===== src/rtl/uart_tx_fifo.sv =====
// rtl/uart_tx_fifo.sv - parametrised UART transmitter with ready/valid input FIFO
// Optional parity bit: define UART_TX_PARITY_EN.
module uart_tx_fifo #(
   parameter int CLK_FREQ   = 100_000_000,
   parameter int BAUD       = 9600,
   parameter int DATA_W     = 8,
   parameter int STOP_BITS  = 1,
   parameter int FIFO_DEPTH = 4,
   parameter int PARITY_ODD = 0
) (
   input  logic                            clk,
   input  logic                            reset,
   input  logic                            tx_valid,
   input  logic [DATA_W-1:0]               tx_data,
   output logic                            tx_ready,
   output logic                            tx,
   output logic                            tx_busy,
   output logic                            tx_done,
   output logic [$clog2(FIFO_DEPTH+1)-1:0] fifo_level
);
   localparam int DIVISOR = CLK_FREQ / BAUD;
   localparam int CW      = $clog2(DIVISOR);
   localparam int LW      = $clog2(FIFO_DEPTH + 1);
   localparam int AW      = $clog2(FIFO_DEPTH);
   localparam int BW      = $clog2(DATA_W);

`ifdef UART_TX_PARITY_EN
   typedef enum logic [2:0] {S_IDLE, S_START, S_DATA, S_PARITY, S_STOP} state_t;
`else
   typedef enum logic [2:0] {S_IDLE, S_START, S_DATA, S_STOP} state_t;
`endif

   state_t              state_q;
   logic [CW-1:0]       baud_q;
   logic [BW-1:0]       bit_q;
   logic [DATA_W-1:0]   shift_q;
   logic                tx_q;
   logic                done_q;
   logic                rdy_q;
   logic [DATA_W-1:0]   mem [FIFO_DEPTH];
   logic [AW-1:0]       wr_q, rd_q;
   logic [LW-1:0]       count_q, count_d;
   logic                empty, full, push, pop;
   logic                baud_last, data_last, stop_last;
   logic [DATA_W-1:0]   head;
`ifdef UART_TX_PARITY_EN
   logic                par_q;
   logic                par_head;
   assign par_head = (PARITY_ODD != 0) ? ~^head : ^head;
`endif

   assign empty     = (count_q == '0);
   assign full      = (count_q == LW'(FIFO_DEPTH));
   assign head      = mem[rd_q];
   assign baud_last = (baud_q == CW'(DIVISOR - 1));
   assign data_last = (bit_q == BW'(DATA_W - 1));
   assign stop_last = (bit_q == BW'(STOP_BITS - 1));
   assign push      = tx_valid && !full;
   // IDLE waits one cycle of visible occupancy before popping; STOP chains frames with no gap.
   assign pop       = !empty && (((state_q == S_IDLE) && rdy_q) ||
                                 ((state_q == S_STOP) && baud_last && stop_last));

   assign tx_ready   = !full;
   assign tx         = tx_q;
   assign tx_done    = done_q;
   assign tx_busy    = (state_q != S_IDLE) || !empty;
   assign fifo_level = count_q;

   always_comb begin
      count_d = count_q;
      if (push && !pop)
         count_d = count_q + LW'(1);
      else if (pop && !push)
         count_d = count_q - LW'(1);
   end

   always_ff @(posedge clk) begin
      if (push)
         mem[wr_q] <= tx_data;
   end

   always_ff @(posedge clk or posedge reset) begin
      if (reset) begin
         wr_q    <= '0;
         rd_q    <= '0;
         count_q <= '0;
         rdy_q   <= 1'b0;
      end else begin
         if (push)
            wr_q <= wr_q + AW'(1);
         if (pop)
            rd_q <= rd_q + AW'(1);
         count_q <= count_d;
         rdy_q   <= !empty;
      end
   end

   always_ff @(posedge clk or posedge reset) begin
      if (reset) begin
         state_q <= S_IDLE;
         baud_q  <= '0;
         bit_q   <= '0;
         shift_q <= '0;
         tx_q    <= 1'b1;
         done_q  <= 1'b0;
`ifdef UART_TX_PARITY_EN
         par_q   <= 1'b0;
`endif
      end else begin
         done_q <= 1'b0;
         case (state_q)
            S_IDLE: begin
               tx_q <= 1'b1;
               if (pop) begin
                  shift_q <= head;
`ifdef UART_TX_PARITY_EN
                  par_q   <= par_head;
`endif
                  baud_q  <= '0;
                  tx_q    <= 1'b0;
                  state_q <= S_START;
               end
            end
            S_START: begin
               if (baud_last) begin
                  baud_q  <= '0;
                  tx_q    <= shift_q[0];
                  state_q <= S_DATA;
               end else
                  baud_q <= baud_q + CW'(1);
            end
            S_DATA: begin
               if (baud_last) begin
                  baud_q <= '0;
                  if (data_last) begin
                     bit_q   <= '0;
`ifdef UART_TX_PARITY_EN
                     tx_q    <= par_q;
                     state_q <= S_PARITY;
`else
                     tx_q    <= 1'b1;
                     state_q <= S_STOP;
`endif
                  end else begin
                     bit_q   <= bit_q + BW'(1);
                     shift_q <= shift_q >> 1;
                     tx_q    <= shift_q[1];
                  end
               end else
                  baud_q <= baud_q + CW'(1);
            end
`ifdef UART_TX_PARITY_EN
            S_PARITY: begin
               if (baud_last) begin
                  baud_q  <= '0;
                  tx_q    <= 1'b1;
                  state_q <= S_STOP;
               end else
                  baud_q <= baud_q + CW'(1);
            end
`endif
            S_STOP: begin
               done_q <= stop_last && (baud_q == CW'(DIVISOR - 2));
               if (baud_last) begin
                  baud_q <= '0;
                  if (stop_last) begin
                     bit_q <= '0;
                     if (pop) begin
                        shift_q <= head;
`ifdef UART_TX_PARITY_EN
                        par_q   <= par_head;
`endif
                        tx_q    <= 1'b0;
                        state_q <= S_START;
                     end else
                        state_q <= S_IDLE;
                  end else
                     bit_q <= bit_q + BW'(1);
               end else
                  baud_q <= baud_q + CW'(1);
            end
            default: state_q <= S_IDLE;
         endcase
      end
   end
endmodule

===== config.mk =====
export PLATFORM = sky130hd
export DESIGN_NAME = uart_tx_fifo
export DESIGN_NICKNAME = d
export VERILOG_FILES = /design/src/rtl/uart_tx_fifo.sv
export SDC_FILE = /design/constraint.sdc
export NUM_CORES = 1
export LEC_CHECK = 0
export BUFFER_PORTS_ARGS = -buffer_cell sky130_fd_sc_hd__buf_4
export CORE_UTILIZATION = 55
export DETAILED_ROUTE_END_ITERATION = 8
export GPL_ROUTABILITY_DRIVEN = 1
export PLACE_DENSITY = 0.73
export SYNTH_ARGS = -nofsm -noshare
export SYNTH_HDL_FRONTEND = slang
export SYNTH_SLANG_ARGS = --single-unit
export TNS_END_PERCENT = 100

===== constraint.sdc =====
create_clock -name clk -period 4.5 [get_ports clk]
set_input_delay 0.45 -clock clk [delete_from_list [all_inputs] [get_ports clk]]
set_output_delay 0.45 -clock clk [all_outputs]
set_load 0.1 [all_outputs]

# --- Yosys cells after proc, flatten, opt, wreduce, memory -nomap -nowiden ---
# Memory sizes are Yosys's and may differ from the RTL's.
# Cells that the tools add are included.
word_totals:
  mem_bits_rw: 32
  register_bits: 38
  elab_cells: 96
  memories: 1
  inputBits: 11
memory_table:
  columns: ["memory", "depth", "word_bits", "read_ports", "rd_ports_with_merged_regs", "write_ports", "line", "text"]
  rows:
  - ["mem", 4, 8, 1, 0, 1, "40", "logic [DATA_W-1:0] mem [FIFO_DEPTH];"]
op_classes:
  eq_ne: 15
  muxes: 35
  reduce_logical: 29
  add_sub_neg: 6
op_table:
  columns: ["operator", "count"]
  rows:
  - ["$mux 8", 5]
  - ["$mux 3", 12]
  - ["$eq 14x14->1 const B", 2]
  - ["$mux 14", 2]
  - ["$pmux 14 s2", 1]
  - ["$pmux 8 s3", 1]
  - ["$ne 2x2->1 const B", 8]
  - ["$add 14x1->14 const B", 1]
  - ["$pmux 3 s4", 1]
  - ["$reduce_and 6->1", 2]
  - ["$mux 1", 11]
  - ["$logic_not 3->1", 3]
  - ["$logic_and 1x1->1", 8]
  - ["$add 3x1->3 const B", 2]
  - ["$eq 3x2->1 const B", 2]
  - ["$eq 3x3->1 const B", 2]
  - ["$pmux 3 s2", 1]
  - ["$reduce_bool 2->1", 3]
  - ["$reduce_bool 3->1", 2]
  - ["$reduce_and 5->1", 1]
  - ["$add 2x1->2 const B", 2]
  - ["$logic_not 1->1", 4]
  - ["$pmux 1 s4", 1]
  - ["$reduce_bool 4->1", 1]
  - ["6 further kinds", 7]

# --- Logic depth before layout (Yosys ltp) ---
# Gate-level depths: netlist (run 1).
depth:
  ltp_word: 9
  mapped_depth: 13
  ltp_nobuf: 12

# --- Worst setup path after synthesis (run 1) ---
# OpenSTA, ideal clock, no wires.
synth_path:
  path_kind: "register -> register"
  startpoint: "reg count_q[2], in the netlist fifo_level[2]"
  endpoint: "reg count_q[1], in the netlist fifo_level[1]"
  t_arrival_ps: 3254
  required_time_ps: 4374
  setup_slack_ps: 1120
  path_stages_with_launch: 7
  cell_sequence: "dfrtp_1 > nand2_1 > and2_0 > ha_1 > inv_1 > fa_1 > mux2_2"
synth_via:
  elab_cells_between_ends: 12
  cone_classes: "eq/ne (1); mux (1); reduce/logical (10)"
synth_rtl:
  columns: ["item", "line", "text"]
  rows:
  - ["from (decl)", "42", "logic [LW-1:0] count_q, count_d;"]
  - ["from (signal assigned)", "93", "count_q <= count_d;"]
  - ["$eq 3x3->1", "53", "assign full = (count_q == LW'(FIFO_DEPTH));"]
  - ["$logic_not 1->1", null, null]
  - ["net tx_ready", "15", "output logic tx_ready,"]
  - ["$logic_and 1x1->1", "58", "assign push = tx_valid && !full;"]
  - ["net push", "43", "logic empty, full, push, pop;"]
  - ["$logic_and 1x1->1", "71", "if (push && !pop)"]
  - ["$mux 3", "71", null]
  - ["net count_d[1]", "42", null]
# The timed path passes the listed nets, and every way through them passes these cells.
# A chain may end at the register's enable or synchronous reset.

# --- Worst setup path after layout (run 1) ---
layout_path:
  startpoint: "reg baud_q[8]"
  endpoint: "reg count_q[1], in the netlist fifo_level[1]"
layout_via:
  elab_chain_len: 8
  elab_cells_between_ends: 10
  cone_classes: "eq/ne (1); mux (1); reduce/logical (8)"
layout_lines:
  columns: ["item", "line", "text"]
  rows:
  - ["from (decl)", "34", "logic [CW-1:0] baud_q;"]
  - ["from (signal assigned)", "130", "baud_q <= baud_q + CW'(1);"]
  - ["from (signal assigned)", "150", "baud_q <= baud_q + CW'(1);"]
  - ["from (signal assigned)", "180", "baud_q <= baud_q + CW'(1);"]
  - ["$eq 14x14->1", "55", "assign baud_last = (baud_q == CW'(DIVISOR - 1));"]
  - ["$logic_and 1x1->1 (2 in series)", "61", "((state_q == S_STOP) && baud_last && stop_last));"]
  - ["$logic_or 1x1->1", "60", "assign pop = !empty && (((state_q == S_IDLE) && rdy_q) ||"]
  - ["$logic_and 1x1->1", "60", null]
  - ["$logic_not 1->1", "71", null]
  - ["$logic_and 1x1->1", "71", null]
  - ["$mux 3", "71", null]
  - ["net count_d[1]", "42", null]
# The timed path passes the listed nets, and every way through them passes these cells.

==> impl_metrics.ini, run 1 <==
[status]
status = complete, no violations

[worst_setup_path]
critical_path_class = reg -> reg
end_kind = flip-flop
path_cells = or4b_4, nor4_4, a21bo_1, inv_4, ha_1, inv_1, fa_1, mux2_2
worst_ep_arrival_time_ns = 3.17
crit_required_ns = 4.74
path_max_fanout = 9
crit_start = baud_q[8]
reg2reg_from = baud_q[8]
slowest_stage = or4b_4
worst_setup_path_start_kind = flip-flop
cpPeakStageDelay_ns = 0.61

[sta]
max_freq_ghz = 0.342
fin_worst_skew_ns = 0.0109
hold_violations = 0
rsz0062_at_grt = false
slew_violations = 0
setup_viol_count_final = 0
worst_pin_slew_ns = 0.861
postLayoutSetupSlackWorst_ns = 1.57
tns_ns = 0
period_needed_ns = 2.93
max_slew_margin_pct = 42.1
fin_crit_sh_pct = 65.0

[grt]
antenna_found_initial = 0
grt_remaining_overflow = 0
grt_pass1_vias = 2039
grt_pass1_wl_um = 10000
grt_max_degree = 38
grt_use_total_pct = 21.3

[logic_synthesis]
syn_area_mm2 = 0.00339
syn_area_per_cell_um2 = 12.5
synth_cells = 272
synth.most_common_cell = dfrtp_1
yosys.area.top_type = edfxtp_1
async_flop_share_pct = 53.6
synth_top_area_share_pct = 28.4
ys_types = 49
synthTopCellsByCount = dfrtp_1 (36), edfxtp_1 (32), o21ai_0 (23)
yosysSeqAreaShare_pct = 55.7
ys_ff_latch = 69
synth-edff-count = 32
synth-warning-count = 0
synth_flop_cell = dfrtp_1
synth_nets = 299
synth_area_leaders = edfxtp_1 (28%), dfrtp_1 (27%), ha_1 (5.5%)

[min_path]
hold_class = in -> async

[floorplanning]
die-width_um = 80.5
core_mm2 = 0.00592
dieArea_mm2 = 0.00648
fp-row-count = 28
initial_core_util_pct = 57.2
die_h_um = 80.5
ioPinCount = 18

[finish]
area_growth_pct = 11.7
nNetsFinal = 320
drive_gt1_share_pct = 18.8
antenna_cells = 0

[pwr]
netSwitchingFraction_pct = 40.6
peakVddDrop_v = 0.000663
internal_power_mw = 1.52
pwr-share-seq_pct = 38.1
p_leak_nw = 1.52
power_frac_comb_pct = 41.7
p_clk_share_pct = 20.3
pwr_density_cell_mw_per_mm2 = 675
p_switching_mw = 1.04

[clocking]
htreeDepth = 3
cts_buffers = 9
ctsHoldBuffers = 0
clk_pin_slew_ns = 0.08
root_buffer = clkbuf_8
cts_setup_buffers = 0
clock_latency_ns = 0.35
cts_tree = done
cts_buffer_depth = 2
clock-sinks = 69
cts_resized = 0

[drt]
vias = 2130
detail-route-antenna-nets = 0
routedWlPerCell_um = 15.9
first_iter_violations = 257
finalWirelength_um = 5940
vias_per_cell = 5.71
firstDrtPassIters = 4
drc = 0

[run]
drv_cap = 0

[place]
io_buffers = 17
dp.final_hpwl_um = 4070
dp_slack_ns = 1.57
gp_congestion = 0.782
-- critical path: cells and delay by family, from the launching register on --
family          cells  cell delay, ns
compound gates      1            0.32
fa+ha+maj           2            0.62
buf+inv             2            0.19
flops               1            0.44
mux                 1            0.27
simple gates        2            0.98
-- path summary, 6_finish.rpt --
check / endpoint / slack (ns) / cells after the start
worst max-delay path: fifo_level[1] / 1.57 / 8
worst min-delay path: wr_q[1] / 0.20 / 3
worst max register to register: fifo_level[1] / 1.57 / 8
worst min register to register: baud_q[13] / 0.48 / 1
max in group asynchronous: tx / 3.94 / 3
min in group clk: mem[3][4] / 0.30 / 1
-- flip-flops by register name (all words and copies together), names as in the netlist --
signal and cells:
state_q 2, rdy_q 1, fifo_level 3, wr_q 2, tx 1, mem 32, shift_q 8, bit_q 3
tx_done 1, rd_q 2, baud_q 14
-- stage by stage --
stage | power (mW) | hold slack (ns) | utilization, % | area [µm²] | cells
after floorplan | 1.84 | 0.446 | - | 3390 | 272
after global placement | 2.02 | 0.467 | 60.4 | 3580 | 357
after detailed placement | 2.05 | 0.477 | 60.4 | 3580 | 357
after CTS | 2.57 | 0.219 | 63.9 | 3780 | 373
after global routing | 2.71 | 0.250 | 63.9 | 3780 | 373
final | 2.55 | 0.204 | 63.9 | 3780 | 373
-- logic make-up after synthesis --
logic type      Yosys count  share of synthesized area [%]
simple gates             76                           12.6
flops                    69                           55.7
compound gates           67                           14.1
buf+inv                  26                           3.40
fa+ha+maj                16                           6.13
mux                      10                           5.98
xor+xnor                  8                           2.07
-- cell type report --
| type | count | area [µm²] |
|---|---|---|
| timing repair buffer | 20 | 150 |
| fill | 438 | 2140 |
| clock buffer | 9 | 124 |
| sequential | 69 | 1890 |
| tap | 75 | 93.8 |
| inverter | 16 | 62.6 |
| multi-input combinational | 177 | 1380 |
| clock inverter | 7 | 80.1 |
-- power groups by stage --
| stage | sequential (mW) | combinational, mW | clock (mW) |
|---|---|---|---|
| after floorplan | 1.06 | 0.781 | 0 |
| after global placement | 0.980 | 1.04 | 0 |
| after detailed placement | 0.988 | 1.06 | 0 |
| after CTS | 0.976 | 1.07 | 0.528 |
| after global routing | 0.997 | 1.16 | 0.558 |
| final | 0.972 | 1.06 | 0.517 |
-- placed cells by master, fill, tap and decap left out, types with 5 or more instances in the layout --
cell and count:
nand2b_1 9, ha_1 15, o21ai_0 23, clkbuf_8 9
nand3_1 6, and3_1 8, buf_4 20, mux4_2 8
dfrtp_1 36, xnor2_1 6, nand2_1 19, o31ai_1 8
a21oi_1 11, nor2_1 14, nor3_1 5, inv_1 15
a2bb2oi_1 6, edfxtp_1 32
-- metal layers --
layer	GRT usage, %	up-vias	wire (µm)
li1	-	1051	-
met1	32.1	1021	2940
met2	29.5	52	2670
met3	5.91	6	278
met4	6.96	0	46
met5	0	-	0
Note: power is estimated with default switching activity, not from simulation.
==> run 2: changes to the inputs <==
--- a/config.mk
+++ b/config.mk
@@ -5,6 +5,7 @@
 export SDC_FILE = /design/constraint.sdc
 export NUM_CORES = 1
 export LEC_CHECK = 0
+export ABC_AREA = 1
 export BUFFER_PORTS_ARGS = -buffer_cell sky130_fd_sc_hd__buf_4
 export CORE_UTILIZATION = 55
 export DETAILED_ROUTE_END_ITERATION = 8
==> constraint.sdc (replaced) <==
create_clock -name clk -period 3.1 [get_ports clk]
set_input_delay 0.31 -clock clk [delete_from_list [all_inputs] [get_ports clk]]
set_output_delay 0.31 -clock clk [all_outputs]
set_load 0.1 [all_outputs]
==> run 2 against run 1 <==
Synthesized cell count is 35% higher; register-to-register slack worse by 0.89 ns; die area is 3.6% higher; sequential cell count stayed put; non-clock buffer count is 2 lower; combinational power is 68% higher; maximum frequency is 21% higher; largest power group unchanged; highest routed layer unchanged.
==> impl_metrics.ini, run 2 <==
[sta]
worst_pin_slew_ns = 0.853
hold_violations = 0
max_freq_ghz = 0.413
setup_viol_count_final = 0
holdWs_ns = 0.0825
period_needed_ns = 2.42
rsz0062_at_grt = false
fin_crit_sh_pct = 78.1
slew_violations = 0
max_slew_margin_pct = 43.0
fin_worst_skew_ns = 0.0139
tns_ns = 0

[finish]
final_cell_mix = nand2_1 (98), inv_1 (42), dfrtp_1 (36), edfxtp_1 (32), nand3_1 (23)
largest_reg_flops = 32
antenna_cells = 0
utilization_pct = 65.1
regMostFlops = mem
reg_top3 = mem x32, baud_q x14, shift_q x8
mostFrequentLayoutCell = nand2_1
drive_gt1_share_pct = 14.0
area_growth_pct = 11.8
nNetsFinal = 416

[logic_synthesis]
synth_nets = 395
ys_ff_latch = 69
synth-warning-count = 0
yosys.area.top_type = edfxtp_1
synth_cells = 368
synth-edff-count = 32
synth.most_common_cell = nand2_1
syn_area_mm2 = 0.00351
synthTopCellsByCount = nand2_1 (98), inv_1 (42), dfrtp_1 (36)
yosysSeqAreaShare_pct = 53.8
ys_types = 38
synth_top_area_share_pct = 27.4
syn_area_per_cell_um2 = 9.54
async_flop_share_pct = 53.6
synth_flop_cell = dfrtp_1
synth_area_leaders = edfxtp_1 (27%), dfrtp_1 (26%), nand2_1 (10%)

[place]
io_buffers = 17
dp.final_hpwl_um = 4880
gp_congestion = 0.798

[grt]
grt_use_total_pct = 23.1
grt_max_degree = 20
grt_pass1_vias = 2380
grt_pass1_wl_um = 11300
antenna_found_initial = 0
grt_remaining_overflow = 0

[pwr]
pwr_density_cell_mw_per_mm2 = 1030
internal_power_mw = 2.23
netSwitchingFraction_pct = 44.6
p_switching_mw = 1.80
p_leak_nw = 1.72
power_frac_comb_pct = 44.1
pwr-share-seq_pct = 35.0
total_power_mw = 4.03
peakVddDrop_v = 0.000964
p_clk_share_pct = 20.9

[worst_setup_path]
path_max_fanout = 10
crit_required_ns = 3.32
cpPeakStageDelay_ns = 0.39
slowest_stage = dfrtp_1
path_cells = inv_1, ha_1, nand2_1, nand2_4, nand2_8, ha_1, inv_1, fa_1, a21oi_1, o21ai_0, xor2_1
critPathTopFamily = adder cells
end_kind = flip-flop
reg2reg_from = state_q[0]
critical_path_class = reg -> reg
critPathBufInv = 2
crit_start = state_q[0]
worst_ep_arrival_time_ns = 2.64
worst_setup_path_start_kind = flip-flop

[drt]
drc = 0
vias_per_cell = 5.52
vias = 2589
finalWirelength_um = 6830
first_iter_violations = 191
routedWlPerCell_um = 14.6
firstDrtPassIters = 5
detail-route-antenna-nets = 0

[clocking]
cts_tree = done
cts_buffer_depth = 2
cts_buffers = 9
clk_pin_slew_ns = 0.08
clock_latency_ns = 0.35
root_buffer = clkbuf_8
clock-sinks = 69
ctsHoldBuffers = 0
cts_resized = 0
htreeDepth = 3
cts_setup_buffers = 0

[status]
status = complete, no violations

[floorplanning]
initial_core_util_pct = 58.3
die-width_um = 81.9
dieArea_mm2 = 0.00671
die_h_um = 81.9
ioPinCount = 18
fp-row-count = 28
core_mm2 = 0.00603

[min_path]
hold_class = in -> async

[run]
drv_cap = 0
-- run 2: cell count changes after synthesis, sizes merged, moves of 5 or more --
cell	delta
a21oi	+10
a2bb2oi	-6
and3	-8
inv	+27
mux4	-8
nand2	+88
nand2b	-9
nand3	+21
nand4	+5
nor2	+5
-- run 2: area by class of cell --
| type | count | area, µm² |
|---|---|---|
| clock buffers | 10 | 138 |
| clock inverters | 6 | 93.8 |
| fillers | 489 | 2100 |
| inverters | 44 | 165 |
| multi-input cells | 247 | 1410 |
| flip-flops and latches | 69 | 1890 |
| well taps | 75 | 93.8 |
| repair buffers | 18 | 135 |
-- run 2: per-stage QoR --
stage               setup WS [ns]  cell area, µm²  cells
finish                      0.680            3920    469
global route                0.569            3920    469
CTS                         0.678            3920    469
detailed placement          0.715            3690    453
global placement            0.799            3690    453
floorplan                  0.0420            3520    368
-- run 2: worst reg2reg max path, delay by kind of cell (launching register included) --
family,cells,cell delay [ns]
fa+ha+maj,3,0.90
simple gates,3,0.42
flops,1,0.39
compound gates,2,0.26
buf+inv,2,0.17
xor+xnor,1,0.15
-- run 2: path summary, 6_finish.rpt --
| kind | endpoint | slack (ns) | depth (start not counted) |
|---|---|---|---|
| setup / recovery | fifo_level[2] | 0.68 | 11 |
| setup reg to reg | fifo_level[2] | 0.68 | 11 |
| min in group clk | mem[3][4] | 0.16 | 1 |
| hold / removal | shift_q[6] | 0.08 | 2 |
| max in group asynchronous | bit_q[1] | 2.29 | 3 |
| hold reg to reg | tx | 0.47 | 2 |
-- run 2: power by group through the flow --
stage	logic [mW]	registers, mW	clock network (mW)
finish	1.78	1.41	0.844
global route	1.97	1.44	0.888
CTS	1.78	1.41	0.848
detailed placement	1.76	1.43	0
global placement	1.71	1.42	0
floorplan	1.31	1.52	0
-- run 2: logic make-up after synthesis --
family,synth area share [%]
and+or+nand+nor,23.1
DFF,53.8
AOI/OAI and AO/OA,9.23
buffers and inverters,6.20
adders and majority gates,5.92
xor gates and xnor gates,1.75
-- run 2: metal layers --
metal | global-route usage, % | wire length [µm]
met5 | 0 | 0
met3 | 3.78 | 330
met1 | 34.2 | 3280
met4 | 9.65 | 91
met2 | 33.6 | 3130
==> run 3: changes to the inputs <==
--- a/config.mk
+++ b/config.mk
@@ -5,7 +5,7 @@
 export SDC_FILE = /design/constraint.sdc
 export NUM_CORES = 1
 export LEC_CHECK = 0
-export ABC_AREA = 1
+export ABC_AREA = 0
 export BUFFER_PORTS_ARGS = -buffer_cell sky130_fd_sc_hd__buf_4
 export CORE_UTILIZATION = 55
 export DETAILED_ROUTE_END_ITERATION = 8
==> constraint.sdc (replaced) <==
create_clock -name clk -period 2.33 [get_ports clk]
set_input_delay 0.233 -clock clk [delete_from_list [all_inputs] [get_ports clk]]
set_output_delay 0.233 -clock clk [all_outputs]
set_load 0.1 [all_outputs]
==> run 3 against run 2 <==
The flow now finishes with violations (negative hold slack, negative setup slack); clock power rose by 29%; via count fell by 13%; sequential share of layout area fell by 2.0 points; die area fell by 3.4%; highest routed layer unchanged.
==> impl_metrics.ini, run 3 (synthesis results as in run 1) <==
[pwr]
netSwitchingFraction_pct = 38.7
pwr-share-seq_pct = 34.4
p_leak_nw = 1.70
p_switching_mw = 2.08
internal_power_mw = 3.29
power_frac_comb_pct = 45.4
p_clk_share_pct = 20.3
pwr_density_cell_mw_per_mm2 = 1300
peakVddDrop_v = 0.00138

[grt]
grt_use_met1_pct = 33.6
groute.layer.met3.usage_pct = 5.11
grt_remaining_overflow = 0
antenna_found_initial = 0
gr-max-usage-layer = met1
grt_max_degree = 38
grtUsageMet2_pct = 31.3
grt_pass1_vias = 2249
grt_pass1_wl_um = 10700
grt_use_total_pct = 22.6

[drt]
vias_per_cell = 5.58
firstDrtPassIters = 4
first_iter_violations = 134
drc = 0
vias = 2260
routedWlPerCell_um = 15.6
detail-route-antenna-nets = 0
finalWirelength_um = 6320

[clocking]
clk_pin_slew_ns = 0.08
cts_buffers = 9
cts_tree = done
clock-sinks = 69
root_buffer = clkbuf_8
ctsHoldBuffers = 0
htreeDepth = 3
clock_latency_ns = 0.34
cts_buffer_depth = 2

[place]
gp_congestion = 0.814
dp.final_hpwl_um = 4320
dp_slack_ns = -0.129
io_buffers = 17

[floorplanning]
fp-row-count = 28
die_h_um = 80.5
ioPinCount = 18
die-width_um = 80.5
dieArea_mm2 = 0.00648
initial_core_util_pct = 57.2
core_mm2 = 0.00592

[worst_setup_path]
cpPeakStageDelay_ns = 0.56
crit_required_ns = 2.55
worst_ep_arrival_time_ns = 2.68
path_max_fanout = 2
path_cells = or4bb_4, nor4_4, a21bo_2, inv_6, ha_4, inv_2, fa_1, mux2_4
slowest_stage = or4bb_4
critPathBufInv = 2
end_kind = flip-flop
critPathTopFamily = simple AND/OR/NAND/NOR gates
critical_path_class = reg -> reg
worst_setup_path_start_kind = flip-flop

[finish]
regMostFlops = mem
antenna_cells = 0
largest_reg_flops = 32
mostFrequentLayoutCell = buf_4
drive_gt1_share_pct = 30.3
reg_top3 = mem x32, baud_q x14, shift_q x8
nNetsFinal = 352
final_cell_mix = buf_4 (52), dfrtp_1 (33), edfxtp_1 (32), o21ai_0 (21), nand2_1 (18)
area_growth_pct = 21.5

[sta]
rsz0062_at_grt = true
setup_viol_count_final = 2
worst_pin_slew_ns = 0.595
slew_violations = 0
max_slew_margin_pct = 60.0
tns_ns = -0.167
fin_crit_sh_pct = 105
postLayoutSetupSlackWorst_ns = -0.122
period_needed_ns = 2.45
max_freq_ghz = 0.408
hold_violations = 1
holdWs_ns = -0.00277
fin_worst_skew_ns = 0.00893

[run]
drv_cap = 0

[status]
failed_checks = negative hold slack, negative setup slack
status = complete, but fails checks

[min_path]
hold_class = in -> async
## run 3: changes by cell type in the layout (fill, tap and decap cells not counted), sizes merged, moves of 6 or more
| cell | change |
|---|---|
| inv | -26 |
| nand2 | -88 |
| mux4 | +8 |
| buf | +34 |
| a2bb2oi | +6 |
| nand3 | -21 |
| nand2b | +9 |
| and3 | +8 |
| a21oi | -10 |
## run 3: layer usage
| metal | vias up | wire length [µm] |
|---|---|---|
| met3 | 11 | 227 |
| met5 | - | 0 |
| met4 | 0 | 93 |
| li1 | 1108 | - |
| met2 | 50 | 2910 |
| met1 | 1091 | 3090 |
## run 3: layout make-up
type	count	area, µm²
fillers	408	1810
repair buffers	52	390
well taps	75	93.8
clock inverters	7	97.6
multi-input cells	177	1440
inverters	16	65.1
clock buffers	9	124
flip-flops and latches	69	1900
## run 3: power by group through the flow
stage / registers, mW / logic, mW / clock network, mW
global placement: 1.87 / 2.26 / 0
floorplan: 2.08 / 1.55 / 0
CTS: 1.86 / 2.35 / 1.10
global route: 1.89 / 2.68 / 1.15
finish: 1.85 / 2.43 / 1.09
detailed placement: 1.88 / 2.30 / 0
## run 3: final timing paths
path,cells after the start,end,start,slack (ns)
worst max-delay path,8,fifo_level[1],baud_q[6],-0.12
min in group clk,1,mem[3][5],tx_data[5],0.09
max in group asynchronous,3,fifo_level[1],reset,1.96
worst max register to register,8,fifo_level[1],baud_q[6],-0.12
worst min register to register,1,baud_q[13],baud_q[13],0.50
worst min-delay path,3,baud_q[11],reset,-0.003
## run 3: stage by stage
| stage | utilization [%] | total power [mW] | instance area, µm² | cells |
|---|---|---|---|---|
| floorplan | - | 3.63 | 3440 | 272 |
| global placement | 64.7 | 4.14 | 3830 | 384 |
| detailed placement | 64.7 | 4.19 | 3830 | 384 |
| CTS | 68.7 | 5.31 | 4070 | 401 |
| global route | 69.5 | 5.71 | 4110 | 405 |
| finish | 69.5 | 5.37 | 4110 | 405 |
## run 3: timing repair
action | in CTS | in global routing
cloned | 0 | 0
setup buffers | 1 | 4
pin swaps | 1 | 4
resized for setup | 2 | 7
setup endpoints to repair | 3 | 9
## run 3: worst reg2reg max path, stage by stage (launching register included)
cell	delay [ns]
dfrtp_1	0.38
or4bb_4	0.56
nor4_4	0.28
a21bo_2	0.22
inv_6	0.04
ha_4	0.15
inv_2	0.04
fa_1	0.40
mux2_4	0.27
